--- src/rtl/dds_sin_gen.sv ---
// dds_sin_gen: direct-digital-synthesis sine generator.
//
// A PW-bit phase accumulator steps by a runtime frequency word. The top two
// phase bits pick the quadrant, the next AW bits address a quarter-wave
// table, and the quadrant folds the address and restores the sign. The
// magnitude can be attenuated by a right shift before the sign is applied.
// The generator runs continuously, or for a single period in one-shot mode.
//
// Ports:
//   clk, rst_n    clock, asynchronous active-low reset
//   en            start / continue request (level)
//   mode          0 = continuous, 1 = one-shot (single period)
//   freq_word     phase increment per sample (0 is ignored)
//   amp_shift     magnitude attenuation, magnitude >> amp_shift
//   sin_out       signed DW-bit sample, holds while sin_valid is low
//   sin_valid     sin_out carries a new sample
//   busy          high while running or draining
//   done          one-cycle pulse on return to idle
//   period_start  one-cycle pulse with the sample of phase 0
module dds_sin_gen #(
  parameter int PW = 16,
  parameter int AW = 8,
  parameter int DW = 9
) (
  input  logic                 clk,
  input  logic                 rst_n,
  input  logic                 en,
  input  logic                 mode,
  input  logic [PW-1:0]        freq_word,
  input  logic [1:0]           amp_shift,
  output logic signed [DW-1:0] sin_out,
  output logic                 sin_valid,
  output logic                 busy,
  output logic                 done,
  output logic                 period_start
);

  localparam int N    = 1 << AW;
  localparam int AMAX = (1 << (DW - 1)) - 1;

  typedef enum logic [1:0] {IDLE, RUN, DRAIN} state_t;

  // Quarter-wave entry, sampled at the centre of each table step so every
  // entry is non-zero and the folded wave has no repeated zero/peak samples.
  function automatic logic [DW-2:0] tbl_entry(input int i);
    real x;
    int  v;
    x = real'(AMAX) * $sin(3.14159265358979323846 * (real'(i) + 0.5) / (2.0 * real'(N)));
    v = $rtoi(x + 0.5);
    return v[DW-2:0];
  endfunction

  // Attenuate first, then negate: the shifted magnitude always fits in
  // DW-1 bits, so the two's complement negation cannot overflow.
  function automatic logic signed [DW-1:0] shape(input logic [DW-2:0] mag,
                                                 input logic [1:0]    sh,
                                                 input logic          neg);
    logic [DW-2:0]        m;
    logic signed [DW-1:0] s;
    m = mag >> sh;
    s = signed'({1'b0, m});
    return neg ? -s : s;
  endfunction

  logic [DW-2:0] tbl [N];

  for (genvar gi = 0; gi < N; gi++) begin : g_tbl
    assign tbl[gi] = tbl_entry(gi);
  end

  state_t        state_q;
  logic [PW-1:0] phase_q;
  logic [PW-1:0] fw_q;
  logic [1:0]    sh_q;
  logic          os_q;
  logic [1:0]    drain_cnt_q;
  logic          done_q;

  logic [PW:0]   sum;
  logic          wrap;
  logic          issue;
  logic [1:0]    quad;
  logic [AW-1:0] addr;

  assign sum   = {1'b0, phase_q} + {1'b0, fw_q};
  assign wrap  = sum[PW];
  assign issue = (state_q == RUN);
  assign quad  = phase_q[PW-1 -: 2];
  assign addr  = phase_q[PW-3 -: AW];

  always_ff @(posedge clk or negedge rst_n) begin
    if (!rst_n) begin
      state_q     <= IDLE;
      phase_q     <= '0;
      fw_q        <= '0;
      sh_q        <= '0;
      os_q        <= 1'b0;
      drain_cnt_q <= '0;
      done_q      <= 1'b0;
    end else begin
      done_q <= 1'b0;
      unique case (state_q)
        IDLE: begin
          phase_q <= '0;
          if (en && (freq_word != '0)) begin
            fw_q    <= freq_word;
            sh_q    <= amp_shift;
            os_q    <= mode;
            state_q <= RUN;
          end
        end
        RUN: begin
          if (wrap && !os_q && en) begin
            // Phase residue carries over; only the settings are reloaded.
            if (freq_word != '0) fw_q <= freq_word;
            sh_q    <= amp_shift;
            os_q    <= mode;
            phase_q <= sum[PW-1:0];
          end else if (wrap) begin
            phase_q     <= '0;
            drain_cnt_q <= '0;
            state_q     <= DRAIN;
          end else begin
            phase_q <= sum[PW-1:0];
          end
        end
        DRAIN: begin
          phase_q <= '0;
          if (drain_cnt_q == 2'd2) begin
            state_q <= IDLE;
            done_q  <= 1'b1;
          end else begin
            drain_cnt_q <= drain_cnt_q + 2'd1;
          end
        end
        default: state_q <= IDLE;
      endcase
    end
  end

  // Pipeline data: the shift setting travels with each sample so a reload
  // at the wrap never touches samples already in flight.
  logic [AW-1:0] idx_p0;
  logic          neg_p0;
  logic          first_p0;
  logic [1:0]    sh_p0;
  logic [DW-2:0] mag_p1;
  logic          neg_p1;
  logic          first_p1;
  logic [1:0]    sh_p1;

  logic                 vld_p0;
  logic                 vld_p1;
  logic                 vld_p2;
  logic                 first_p2;
  logic signed [DW-1:0] sin_out_p2;

  always_ff @(posedge clk) begin
    // S1: quadrant fold and period-start tag
    idx_p0   <= quad[0] ? ~addr : addr;
    neg_p0   <= quad[1];
    first_p0 <= (phase_q == '0);
    sh_p0    <= sh_q;
    // S2: table read
    mag_p1   <= tbl[idx_p0];
    neg_p1   <= neg_p0;
    first_p1 <= first_p0;
    sh_p1    <= sh_p0;
  end

  always_ff @(posedge clk or negedge rst_n) begin
    if (!rst_n) begin
      vld_p0     <= 1'b0;
      vld_p1     <= 1'b0;
      vld_p2     <= 1'b0;
      first_p2   <= 1'b0;
      sin_out_p2 <= '0;
    end else begin
      vld_p0   <= issue;
      vld_p1   <= vld_p0;
      // S3: attenuate, sign, output register
      vld_p2   <= vld_p1;
      first_p2 <= vld_p1 & first_p1;
      if (vld_p1) sin_out_p2 <= shape(mag_p1, sh_p1, neg_p1);
    end
  end

  assign sin_out      = sin_out_p2;
  assign sin_valid    = vld_p2;
  assign period_start = first_p2;
  assign done         = done_q;
  assign busy         = (state_q != IDLE);

endmodule

--- config.mk ---
export PLATFORM = sky130hd
export DESIGN_NAME = dds_sin_gen
export DESIGN_NICKNAME = d
export VERILOG_FILES = /design/src/rtl/dds_sin_gen.sv
export SDC_FILE = /design/constraint.sdc
export NUM_CORES = 1
export LEC_CHECK = 0
export CORE_MARGIN = 2
export CORE_UTILIZATION = 60
export DETAILED_ROUTE_END_ITERATION = 10
export DONT_BUFFER_PORTS = 1
export GPL_TIMING_DRIVEN = 0
export PLACE_DENSITY = 0.74
export SLEW_MARGIN = 20
export SYNTH_ARGS = -nofsm -noshare
export SYNTH_HDL_FRONTEND = slang
export SYNTH_SLANG_ARGS = --single-unit
--- constraint.sdc ---
create_clock -name clk -period 3.4 [get_ports clk]
set_input_delay 0.17 -clock clk [delete_from_list [all_inputs] [get_ports clk]]
set_output_delay 0.17 -clock clk [all_outputs]
set_load 0.02 [all_outputs]
==> run metrics <==
status complete, no violations; vias in the first global route 5298; FMAX a little over 300 MHz; Crit path arrival time 3.55 ns; DR vias/cell approximately 6.9; CTS tree done; Worst Hold Launch en; GP Congestion between 0.9 and 1; Yosys reg bits between 70 and 80; # diodes 0; sequential area share after synthesis 33.0%; number of core rows 34; worst-margin pin slew between 0.6 and 0.7 ns; most common cell after layout, fill and taps aside a21oi_1; Final Setup Violations 0; r2r setup slk about 0.096 ns; Final min period around 3.3 ns; Synth Flop Type dfrtp_1; clock-pin slew on the worst setup and hold paths 0.10 ns; Net Count, Synth 676; total negative slack 0 ns; share of layout cells above drive strength 1 under 10%; Worst EP required 3.65 ns; Clock Skew ~0.018 ns; Starting Density between 60 and 70%; Syn Inst Count 620; cts bufs inserted 9; Worst Reg-to-Reg Cells 10; IO Pins 35; routed vias between 5k and 6k; clock insertion delay at the later pin of the skew report ~0.36 ns; RR Endpoint os_q; period utilization a little over nine tenths; yosys warns 0; setup bufs post-CTS 0; GRT Residual Overflow 0; DRC viols 0; drt first-iter violations 450; Syn Area/Cell 8.82 sq um; Detailed Routing Iterations Pass 1 7; routed length per instance 21.4 microns; die outline width just under 100 microns; Mapped Area roughly 5500 sq um; number of flops mapped to enable cells by yosys 0; RSZ-0062 raised after global routing false; Post-Route WL 16400 microns; Core ar. 8760 sq um; Max-Cap Viols 0; Synth cell types between 70 and 80; post-DP HPWL around 11000 microns; H-tree depth 3; Final Hold Viols 0; Hold Path Depth 3; Worst Setup End Kind register; first-pass GRT wire length between 20000 and 30000 microns; height of the chip 99.5 microns; startpoint types register; largest net degree at the start of global routing 54; Area Growth Syn to Fin 10.5%; FFs w/ async S/R, synth between 60% and 70%; Max Slew Vio Count 0; HP Class primary input to register; worst-path fanout max 5; Crit Path Category register to register; hold endpoint drain_cnt_q[0]; die area around 10000 sq um; clock root cell clkbuf_8; IO Port Bufs 0; most frequent cells in the layout a21oi_1 (60), nand2_1 (53), dfrtp_1 (53); Max Root-Sink Buffers 2; Reg-to-Reg Start phase_q[0]; relative slew slack 56.2%; Routed Antenna Nets 0; initial antenna violation count 0; Net count, final 710; total track usage 34.4%; CTS sink cnt 77
## metrics by stage
step / util (%) / std cells / hold slack, ns / cell area [sq um] / worst slack, ns
3_3_place_gp: 64.0 / 728 / -0.125 / 5610 / 0.0680
5_1_grt: 69.0 / 767 / 0.141 / 6050 / 0.0249
6_report: 69.0 / 767 / 0.141 / 6050 / 0.0956
3_5_place_dp: 64.0 / 728 / -0.124 / 5610 / 0.169
2_1_floorplan: - / 620 / -0.126 / 5470 / 0.897
4_1_cts: 69.0 / 767 / 0.147 / 6040 / 0.137
## layer usage
| layer | GRT usage [%] | up-vias | wire [microns] |
|---|---|---|---|
| met5 | 0 | - | 0 |
| met4 | 14.2 | 0 | 642 |
| met3 | 7.52 | 80 | 1620 |
| met2 | 58.2 | 342 | 7960 |
| met1 | 42.6 | 2481 | 6220 |
| li1 | - | 2351 | - |
## worst max-delay path, cell delays in order (launching register included)
cell	delay (ns)
dfrtp_1	0.42
ha_1	0.26
fa_1	0.45
a211oi_1	0.32
o211ai_1	0.14
nand3_1	0.22
a21oi_2	0.15
nand3_1	0.12
dlygate4sd3_1	0.55
nand2_1	0.04
dlygate4sd3_1	0.55
## cell type report
type | instances | area (sq um)
well taps | 108 | 135
clock inverters | 7 | 66.3
plain buffers | 46 | 213
clock buffers | 9 | 124
flip-flops and latches | 77 | 1810
repair buffers | 23 | 248
multi-input cells | 479 | 3390
inverters | 18 | 67.6
fillers | 652 | 2720
## registers in the layout (all words and copies together), names as in the netlist, 2 cells and up
name / flops
fw_q: 16
phase_q: 16
sin_out: 9
idx_p0: 8
mag_p1: 8
drain_cnt_q: 2
sh_p0: 2
sh_p1: 2
sh_q: 2
state_q: 2
## what timing repair did
item                                   4_1_cts  5_1_grt
hold buffers                                23        0
gates resized for setup                      0        3
endpoints found under the hold margin       72        0
setup endpoints to repair                    0        2
## Yosys cell counts, drive strengths merged (7+ instances only)
master  instances  area [sq um]
nor2           37           139
a22o           17           149
nand2b         13          81.3
mux2           24           274
nand2          53           199
xor2           18           158
dfxtp          24           480
nor2b           7          43.8
a21oi          62           318
xnor2          11          96.3
mux2i          12           120
inv            16          60.1
nor4           10          62.6
ha             33           413
a211oi         14           110
buf            24           128
o21ai          46           230
nand3          11          55.1
a31oi          11          83.8
dfrtp          53          1330
o211ai         14           105
clkbuf         22          83.8
## cells by family (layout without fill, tap and decap cells)
| group | Yosys count | in the layout | synth area share (%) |
|---|---|---|---|
| AND/OR/NAND/NOR | 164 | 164 | 14.6 |
| adder cells (fa/ha/maj) | 34 | 34 | 7.91 |
| XOR/XNOR | 29 | 29 | 4.64 |
| multiplexers | 39 | 39 | 8.44 |
| flip-flops | 77 | 77 | 33.0 |
| AO/OA/AOI/OAI | 213 | 213 | 26.3 |
| buffers and inverters | 64 | 103 | 5.10 |
## worst max path at each step
stage	slack (ns)	from	end
after floorplan	0.90	phase_q[0]	fw_q[0]
after global placement	0.07	idx_p0[1]	mag_p1[0]
after detailed placement	0.17	idx_p0[1]	mag_p1[2]
after CTS	0.14	idx_p0[1]	mag_p1[2]
after global routing	0.02	phase_q[11]	os_q
final	0.1	phase_q[0]	os_q
Power is left out: the tool's default activity adds up to more than one toggle a clock period on the data nets, which glitch-free logic cannot reach.
